File: src/rtl/enc_pkg.sv
// Shared FSM encoding and default geometry for the iterative Feistel cipher.
// Combinational helpers only; no latency, no flow control.
package enc_pkg;

    typedef enum logic [1:0] {
        ST_IDLE = 2'd0,
        ST_RUN  = 2'd1,
        ST_DONE = 2'd2
    } state_e;

    localparam int HALF_W_DEF = 4;
    localparam int ROUNDS_DEF = 2;

    function automatic int ctr_w(input int rounds);
        return (rounds > 1) ? $clog2(rounds) : 1;
    endfunction

endpackage

File: src/rtl/feistel_round.sv
// One Feistel round: f = hi(E(R)^k) + lo(E(R)^k) + k[0]; swaps halves unless final.
// Purely combinational, zero latency, no flow control.
module feistel_round
    import enc_pkg::*;
#(
    parameter int HALF_W = HALF_W_DEF
) (
    input  logic [HALF_W-1:0]   l_i,
    input  logic [HALF_W-1:0]   r_i,
    input  logic [2*HALF_W-1:0] key_i,
    input  logic                final_i,
    output logic [HALF_W-1:0]   l_o,
    output logic [HALF_W-1:0]   r_o
);

    logic [2*HALF_W-1:0] r_dbl;
    logic [2*HALF_W-1:0] t;
    logic [HALF_W-1:0]   f;

    always_comb begin
        // Upper half of the doubled-and-shifted word is R rotated left by one.
        r_dbl = {r_i, r_i} << 1;
        t     = {r_i, r_dbl[2*HALF_W-1:HALF_W]} ^ key_i;
        f     = t[2*HALF_W-1:HALF_W] + t[HALF_W-1:0] + HALF_W'(key_i[0]);
        if (final_i) begin
            l_o = l_i ^ f;
            r_o = r_i;
        end else begin
            l_o = r_i;
            r_o = l_i ^ f;
        end
    end

endmodule

File: src/rtl/encrypt_iter.sv
// Iterative Feistel encrypt/decrypt, one round per cycle; out_valid ROUNDS cycles after accept.
// Single block in flight: in_ready low in RUN/DONE, result held in DONE until out_ready.
module encrypt_iter
    import enc_pkg::*;
#(
    parameter int HALF_W = HALF_W_DEF,
    parameter int ROUNDS = ROUNDS_DEF
) (
    input  logic                clock,
    input  logic                reset_n,
    input  logic                in_valid,
    output logic                in_ready,
    input  logic [2*HALF_W-1:0] in_data,
    input  logic [2*HALF_W-1:0] in_key,
    input  logic                in_mode,
    output logic                out_valid,
    input  logic                out_ready,
    output logic [2*HALF_W-1:0] out_data,
    output logic                busy
);

    localparam int W2 = 2 * HALF_W;
    localparam int CW = ctr_w(ROUNDS);
    localparam logic [CW-1:0] LAST = CW'(ROUNDS - 1);

    state_e          state_q, state_d;
    logic [CW-1:0]   rnd_q, rnd_d;
    logic [HALF_W-1:0] l_q, l_d, r_q, r_d;
    logic [W2-1:0]   k_q, k_d;
    logic            mode_q, mode_d;
    logic            init_q;

    logic [CW-1:0]   idx;
    logic [2*W2-1:0] k_dbl;
    logic [W2-1:0]   rkey;
    logic            last_rnd;
    logic [HALF_W-1:0] l_nxt, r_nxt;

    // Decrypt walks the same key schedule backwards.
    always_comb begin
        idx      = mode_q ? (LAST - rnd_q) : rnd_q;
        k_dbl    = {k_q, k_q} << (32'(idx) % W2);
        rkey     = k_dbl[2*W2-1:W2];
        last_rnd = (rnd_q == LAST);
    end

    feistel_round #(.HALF_W(HALF_W)) u_round (
        .l_i     (l_q),
        .r_i     (r_q),
        .key_i   (rkey),
        .final_i (last_rnd),
        .l_o     (l_nxt),
        .r_o     (r_nxt)
    );

    always_comb begin
        state_d = state_q;
        rnd_d   = rnd_q;
        l_d     = l_q;
        r_d     = r_q;
        k_d     = k_q;
        mode_d  = mode_q;
        case (state_q)
            ST_IDLE: begin
                if (in_valid && init_q) begin
                    l_d     = in_data[W2-1:HALF_W];
                    r_d     = in_data[HALF_W-1:0];
                    k_d     = in_key;
                    mode_d  = in_mode;
                    rnd_d   = '0;
                    state_d = ST_RUN;
                end
            end
            ST_RUN: begin
                l_d = l_nxt;
                r_d = r_nxt;
                if (last_rnd) begin
                    state_d = ST_DONE;
                end else begin
                    rnd_d = rnd_q + 1'b1;
                end
            end
            ST_DONE: begin
                if (out_ready) begin
                    state_d = ST_IDLE;
                end
            end
            default: state_d = ST_IDLE;
        endcase
    end

    // init_q keeps in_ready low until the first edge after reset release.
    always_ff @(posedge clock or negedge reset_n) begin
        if (!reset_n) begin
            state_q <= ST_IDLE;
            rnd_q   <= '0;
            l_q     <= '0;
            r_q     <= '0;
            k_q     <= '0;
            mode_q  <= 1'b0;
            init_q  <= 1'b0;
        end else begin
            state_q <= state_d;
            rnd_q   <= rnd_d;
            l_q     <= l_d;
            r_q     <= r_d;
            k_q     <= k_d;
            mode_q  <= mode_d;
            init_q  <= 1'b1;
        end
    end

    assign in_ready  = init_q && (state_q == ST_IDLE);
    assign out_valid = (state_q == ST_DONE);
    assign out_data  = (state_q == ST_DONE) ? {l_q, r_q} : '0;
    assign busy      = (state_q != ST_IDLE);

endmodule

File: config.mk
export PLATFORM = sky130hd
export DESIGN_NAME = encrypt_iter
export DESIGN_NICKNAME = d
export VERILOG_FILES = /design/src/rtl/enc_pkg.sv /design/src/rtl/feistel_round.sv /design/src/rtl/encrypt_iter.sv
export SDC_FILE = /design/constraint.sdc
export NUM_CORES = 1
export LEC_CHECK = 0
export ABC_AREA = 1
export BUFFER_PORTS_ARGS = -buffer_cell sky130_fd_sc_hd__buf_2
export CAP_MARGIN = 25
export CELL_PAD_IN_SITES_DETAIL_PLACEMENT = 0
export CELL_PAD_IN_SITES_GLOBAL_PLACEMENT = 1
export CORE_ASPECT_RATIO = 1.2
export CORE_MARGIN = 5
export CORE_UTILIZATION = 35
export CTS_BUF_LIST = sky130_fd_sc_hd__clkbuf_4
export CTS_CLUSTER_SIZE = 14
export DETAILED_ROUTE_END_ITERATION = 16
export GPL_TIMING_DRIVEN = 0
export PLACE_DENSITY = 0.85
export SLEW_MARGIN = 25
export SYNTH_ARGS = -nofsm -noshare
export SYNTH_HDL_FRONTEND = slang
export SYNTH_SLANG_ARGS = --single-unit
File: constraint.sdc
create_clock -name clock -period 2 [get_ports clock]
set_clock_uncertainty 0.1 [all_clocks]
set_input_delay 0.1 -clock clock [delete_from_list [all_inputs] [get_ports clock]]
set_output_delay 0.1 -clock clock [all_outputs]
set_load 0.05 [all_outputs]
Word-level counts from Yosys, hierarchy flattened

Cells that the tools add are included.

Register bits: 21
Bits of input ports: 21
Word-level logic and storage cells: 44
Output and inout bits: 11

Bitwise logic cells: 2
Shift operators: 1
Multiplexer cells: 15
Add/sub/neg operators: 4
Eq/ne operators: 6
Reduce and logical (&&, ||, !) cells: 9

Operators by type and width:

| kind                                                | number |
|---|---|
| 2-to-1 mux 4 bit                                    | 4 |
| case mux 4 bit (2 select lines)                     | 2 |
| left shift 16 x 1 -> 16 bit                         | 1 |
| 2-to-1 mux 8 bit                                    | 1 |
| XOR 8 bit                                           | 1 |
| 2-to-1 mux 2 bit                                    | 3 |
| != test 2 bit, second input constant                | 3 |
| case mux 2 bit (3 select lines)                     | 1 |
| AND reduction 3 bit                                 | 2 |
| adder 4 x 1 -> 4 bit                                | 1 |
| adder 4 bit                                         | 1 |
| AND reduction 2 bit                                 | 2 |
| nonzero test 2 bit                                  | 2 |
| XOR 4 bit                                           | 1 |
| 2-to-1 mux 1 bit                                    | 3 |
| equality test 2 x 1 -> 1 bit, second input constant | 1 |
| equality test 2 bit, second input constant          | 1 |
| logical AND 1 bit                                   | 2 |
| zero test 2 bit                                     | 1 |
| != test 2 x 1 -> 1 bit, second input constant       | 1 |
| case mux 1 bit (2 select lines)                     | 1 |
| adder 1 bit, second input constant                  | 1 |
| subtractor 1 bit, first input constant              | 1 |

Depth between registers and ports, before layout

Depth after elaboration: 9
Gate-level depth with buffers: 17
Gate-level depth less buffers: 16

Modules after synthesis

Synthesis repeated with hierarchy kept, for this count alone.

Cells, all modules: 227
Area total of the unflattened synthesis: 1507.7 um2

By module, submodules not included:

| module        | cells each | times used | area each (um2) | sequential area each (um2) |
|---|---|---|---|---|
| encrypt_iter  | 163        | 1          | 1146.1          | 525.5 |
| feistel_round | 64         | 1          | 361.6           | 0.0 |

Least setup slack after synthesis

OpenSTA, ideal clock, no wires.

Path type: register -> output
Start: register state_q[0]
End: output out_data[0]
Data arrival time: 2.224 ns
Data required time: 1.800 ns
Slack: -0.424 ns
Cell stages (with the launch flop): 4
Path buffers: 0
Cell sequence: dfrtp_1 > nor2_1 > clkinv_1 > nor2_1

Cells in the longest elaborated chain, start to end: 2

Ends and longest elaborated chain:

| element                | RTL line            | RTL |
|---|---|---|
| start, declared        | encrypt_iter.sv:26  | `state_e state_q, state_d;` |
| start signal, assigned | encrypt_iter.sv:103 | `state_q <= state_d;` |
| equality test 2 bit    | -                   |  |
| named net out_valid    | encrypt_iter.sv:16  | `output logic out_valid,` |
| 2-to-1 mux 8 bit       | encrypt_iter.sv:115 | `assign out_data = (state_q == ST_DONE) ? {l_q, r_q} : '0;` |
| end, declared          | encrypt_iter.sv:18  | `output logic [2*HALF_W-1:0] out_data,` |

The timed path passes the listed nets, and every way through them passes these cells.

Final worst setup path

Start: register rnd_q, in the netlist last_rnd
End: register l_q[1]

Cells in the longest elaborated chain, start to end: 9

Ends and longest elaborated chain:

| element                           | RTL line            | RTL |
|---|---|---|
| start, declared                   | encrypt_iter.sv:27  | `logic [CW-1:0] rnd_q, rnd_d;` |
| start signal, assigned            | encrypt_iter.sv:104 | `rnd_q <= rnd_d;` |
| subtractor 1 bit                  | encrypt_iter.sv:41  | `idx = mode_q ? (LAST - rnd_q) : rnd_q;` |
| 2-to-1 mux 1 bit                  | encrypt_iter.sv:41  |  |
| left shift 16 x 1 -> 16 bit       | encrypt_iter.sv:42  | `k_dbl = {k_q, k_q} << (32'(idx) % W2);` |
| XOR 8 bit                         | feistel_round.sv:23 | `t = {r_i, r_dbl[2*HALF_W-1:HALF_W]} ^ key_i;` |
| adder 4 bit                       | feistel_round.sv:24 | `f = t[2*HALF_W-1:HALF_W] + t[HALF_W-1:0] + HALF_W'(key_i[0]);` |
| adder 4 x 1 -> 4 bit              | feistel_round.sv:24 |  |
| XOR 4 bit                         | feistel_round.sv:26 | `l_o = l_i ^ f;` |
| 2-to-1 mux 4 bit *                | feistel_round.sv:25 | `if (final_i) begin` |
| case mux 4 bit (2 select lines) * | encrypt_iter.sv:63  | `case (state_q)` |
| end signal, assigned              | encrypt_iter.sv:105 | `l_q <= l_d;` |
| end, declared                     | encrypt_iter.sv:28  | `logic [HALF_W-1:0] l_q, l_d, r_q, r_d;` |

Every way passes the cells marked *; elsewhere a longest branch is shown, timed or not.
A chain may end at the register's enable or synchronous reset.

==> reports/results.tsv <==
metric	value	unit
top cell types by occurrence after synthesis	nand2_1 (56), dfrtp_1 (21), inv_1 (21), nor2_1 (20), nand3_1 (18)	
share of cells above drive strength 1	34.65	%
sequential-to-total area share from yosys stat	38.32	%
Die Footprint	5275	um2
Setup Crit Path Kind	flop to flop	
delay of the slowest cell on the worst path	0.49	ns
Clk Latency, worst-skew pair	0.30	ns
number of endpoints with negative hold slack in the final report	0	
antenna violations before repair	0	
nature of the critical path endpoint	flop	
fin worst setup slack	-0.3135	ns
global-route wire length before repair	6065	um
worst min path class	input port to flop	
Buffers on Ports	31	
total track usage	15.00	%
count of max-cap constraint violations	0	
Final ANT Viol Nets	0	
slowest stage cell on the critical path	fa_2	
Netlist cell types	23	
worst endpoint required time	2.09	ns
count of placed standard cells in the final layout, fillers left out	308	
Final setup viols	6	
Worst Path Arrival	2.40	ns
ys async rst share	100.0	%
count of boundary I/O pins	32	
most numerous cell in the Yosys netlist	nand2_1	
number of instances in the synthesized netlist	196	
detailed-routing iteration count for the pre-antenna-repair pass	4	
post-synth top area share	38.32	%
syn_nets	220	
highest net fanout along the worst path	5	
maximum count of clock buffers along a single path	2	
CTS root buffer	clkbuf_4	
dpl cells	281	
register bit total from synthesis	21	
filler cell count in the final layout	414	
Fmax	432.2	MHz
average footprint of a synthesized cell	6.997	um2
nets	279	
final estimated routing congestion in global placement	0.8041	
unrepaired setup endpoints after global routing	true	
clock transition time at the flip-flop clock pins of the worst setup and hold paths	0.12	ns
width of the chip	67.14	um
run status	complete, but fails checks	
number of levels in the clock H-tree	1	
core region area	3879	um2
time the final worst path needs with I/O delays and setup	2.314	ns
violated checks	setup timing	
CTS tree	yes	
Iter 0 DRT Violations	88	
die span in y	78.57	um
Initial Utilization	35.35	%
number of global-route vias before repair	1424	
detail-routed net length per standard cell	11.40	um
biggest area contributors in the synthesized netlist	dfrtp_1 (38%), nand2_1 (15%), nand3_1 (6.6%)	
number of enable flip-flop cells after synthesis	0	
synth warn	0	
Area growth, synth to finish	43.34	%
Residual DRC	0	
Pins Over Slew Limit	0	
main flop type after synthesis	dfrtp_1	
cells along the critical path	inv_2 > nand2_2 > nand2_4 > buf_6 > nand2_2 > nand2_2 > xor2_2 > fa_2 > xnor2_2 > nor2_1 > a221oi_2 > o21ai_1	
grt ovf	0	
estimated wirelength of the detail-placed design	2619	um
Post-Synthesis Cell Area	1371	um2
post-route fraction of the period consumed by the critical path	115.7	%
cell type contributing the most total cell area after synthesis	dfrtp_1	
routed via count divided by cell count	4.536	
DR vias	1397	
sum of routed wire length over all layers	3512	um
cell mode on critical path	nand2_2	
Critical Path Start Type	flop	
number of clock sinks	21	
# rows	25	
largest net degree at the start of global routing	22	
n_diodes	0	
CTS Buf Count	3	
## area by class of cell
class	instances	area, um2	area share, %
buffer	5	30.03	1.528
multi-input combinational	143	848.3	43.16
tap	54	67.56	3.437
clock buffer	4	30.03	1.528
timing repair buffer	54	360.3	18.33
sequential	21	526.8	26.80
inverter	27	102.6	5.220
## state kept, by name (all words and copies together) (netlist names)
register / cells
r_q: 4
last_rnd: 1
state_q: 2
init_q: 1
mode_q: 1
k_q: 8
l_q: 4
## path summary, 6_finish.rpt
check | startpoint | endpoint | slack (ns) | cells after the start
worst min-delay path | in_data[2] | r_q[2] | 0.02 | 3
max in group asynchronous | reset_n | last_rnd | 1.27 | 2
worst max-delay path | last_rnd | l_q[1] | -0.31 | 12
worst max register to register | last_rnd | l_q[1] | -0.31 | 12
min in group asynchronous | reset_n | last_rnd | 0.17 | 2
worst min register to register | k_q[5] | k_q[5] | 0.42 | 2
## stage by stage
stage               setup TNS [ns]  setup slack [ns]  hold slack (ns)  utilization (%)  area (um2)
floorplan                  -0.3610           -0.1988          -0.2956                -        1435
global placement            -1.396           -0.4107         -0.01134            42.74        1658
detailed placement          -1.505           -0.4107        -0.007507            42.74        1658
CTS                         -1.468           -0.3203         0.008745            49.26        1911
global route                -2.242           -0.4260          0.03281            50.68        1966
finish                      -1.331           -0.3135          0.02119            50.68        1966
## critical path: cells and delay by family, from the launching register on
kind | cells | cell delay (ns)
adders and majority gates | 1 | 0.49
DFF | 1 | 0.46
xor gates and xnor gates | 2 | 0.36
and+or+nand+nor | 5 | 0.34
AOI/OAI and AO/OA | 2 | 0.26
buffers and inverters | 2 | 0.20
## repair_timing
| action | CTS | global route |
|---|---|---|
| setup endpoints to repair | 6 | 6 |
| pin swaps | 3 | 7 |
| gates resized for setup | 6 | 11 |
| hold endpoints to repair | 34 | 0 |
| setup buffers | 7 | 1 |
| hold buffers | 14 | 0 |
| gates cloned | 0 | 1 |
## placed cells by master, fill, tap and decap left out, drive strengths merged
cell type and instances:
o21ai 19, nand2 63, ha 2, dfrtp 21, nor3 1, o22ai 2, buf 44, a21oi 3
a22oi 2, clkinv 1, a221oi 4, nand3 18, xnor2 2, fa 1, nor2 20, dlygate4sd3 14
conb 1, xor2 5, inv 26, clkbuf 5
## cell families (layout without fill, tap and decap cells)
kind of cell / after synthesis / after routing / synth area share [%]
AND/OR/NAND/NOR: 102 / 102 / 30.93
buffers and inverters: 32 / 90 / 9.580
AO/OA/AOI/OAI: 30 / 30 / 13.14
flip-flops: 21 / 21 / 38.32
XOR/XNOR: 7 / 7 / 4.471
adder cells (fa/ha/maj): 3 / 3 / 3.284
other: 1 / 1 / 0.2735
## layer usage
metal	vias to the layer above	track usage, %	share of wire (%)
li1	736	-	-
met1	632	16.47	41
met2	25	27.14	53
met3	4	2.718	4.7
met4	0	6.694	1.1
met5	-	0	0
Power is left out: the tool's default activity adds up to more than one toggle a clock period on the data nets, which glitch-free logic cannot reach.
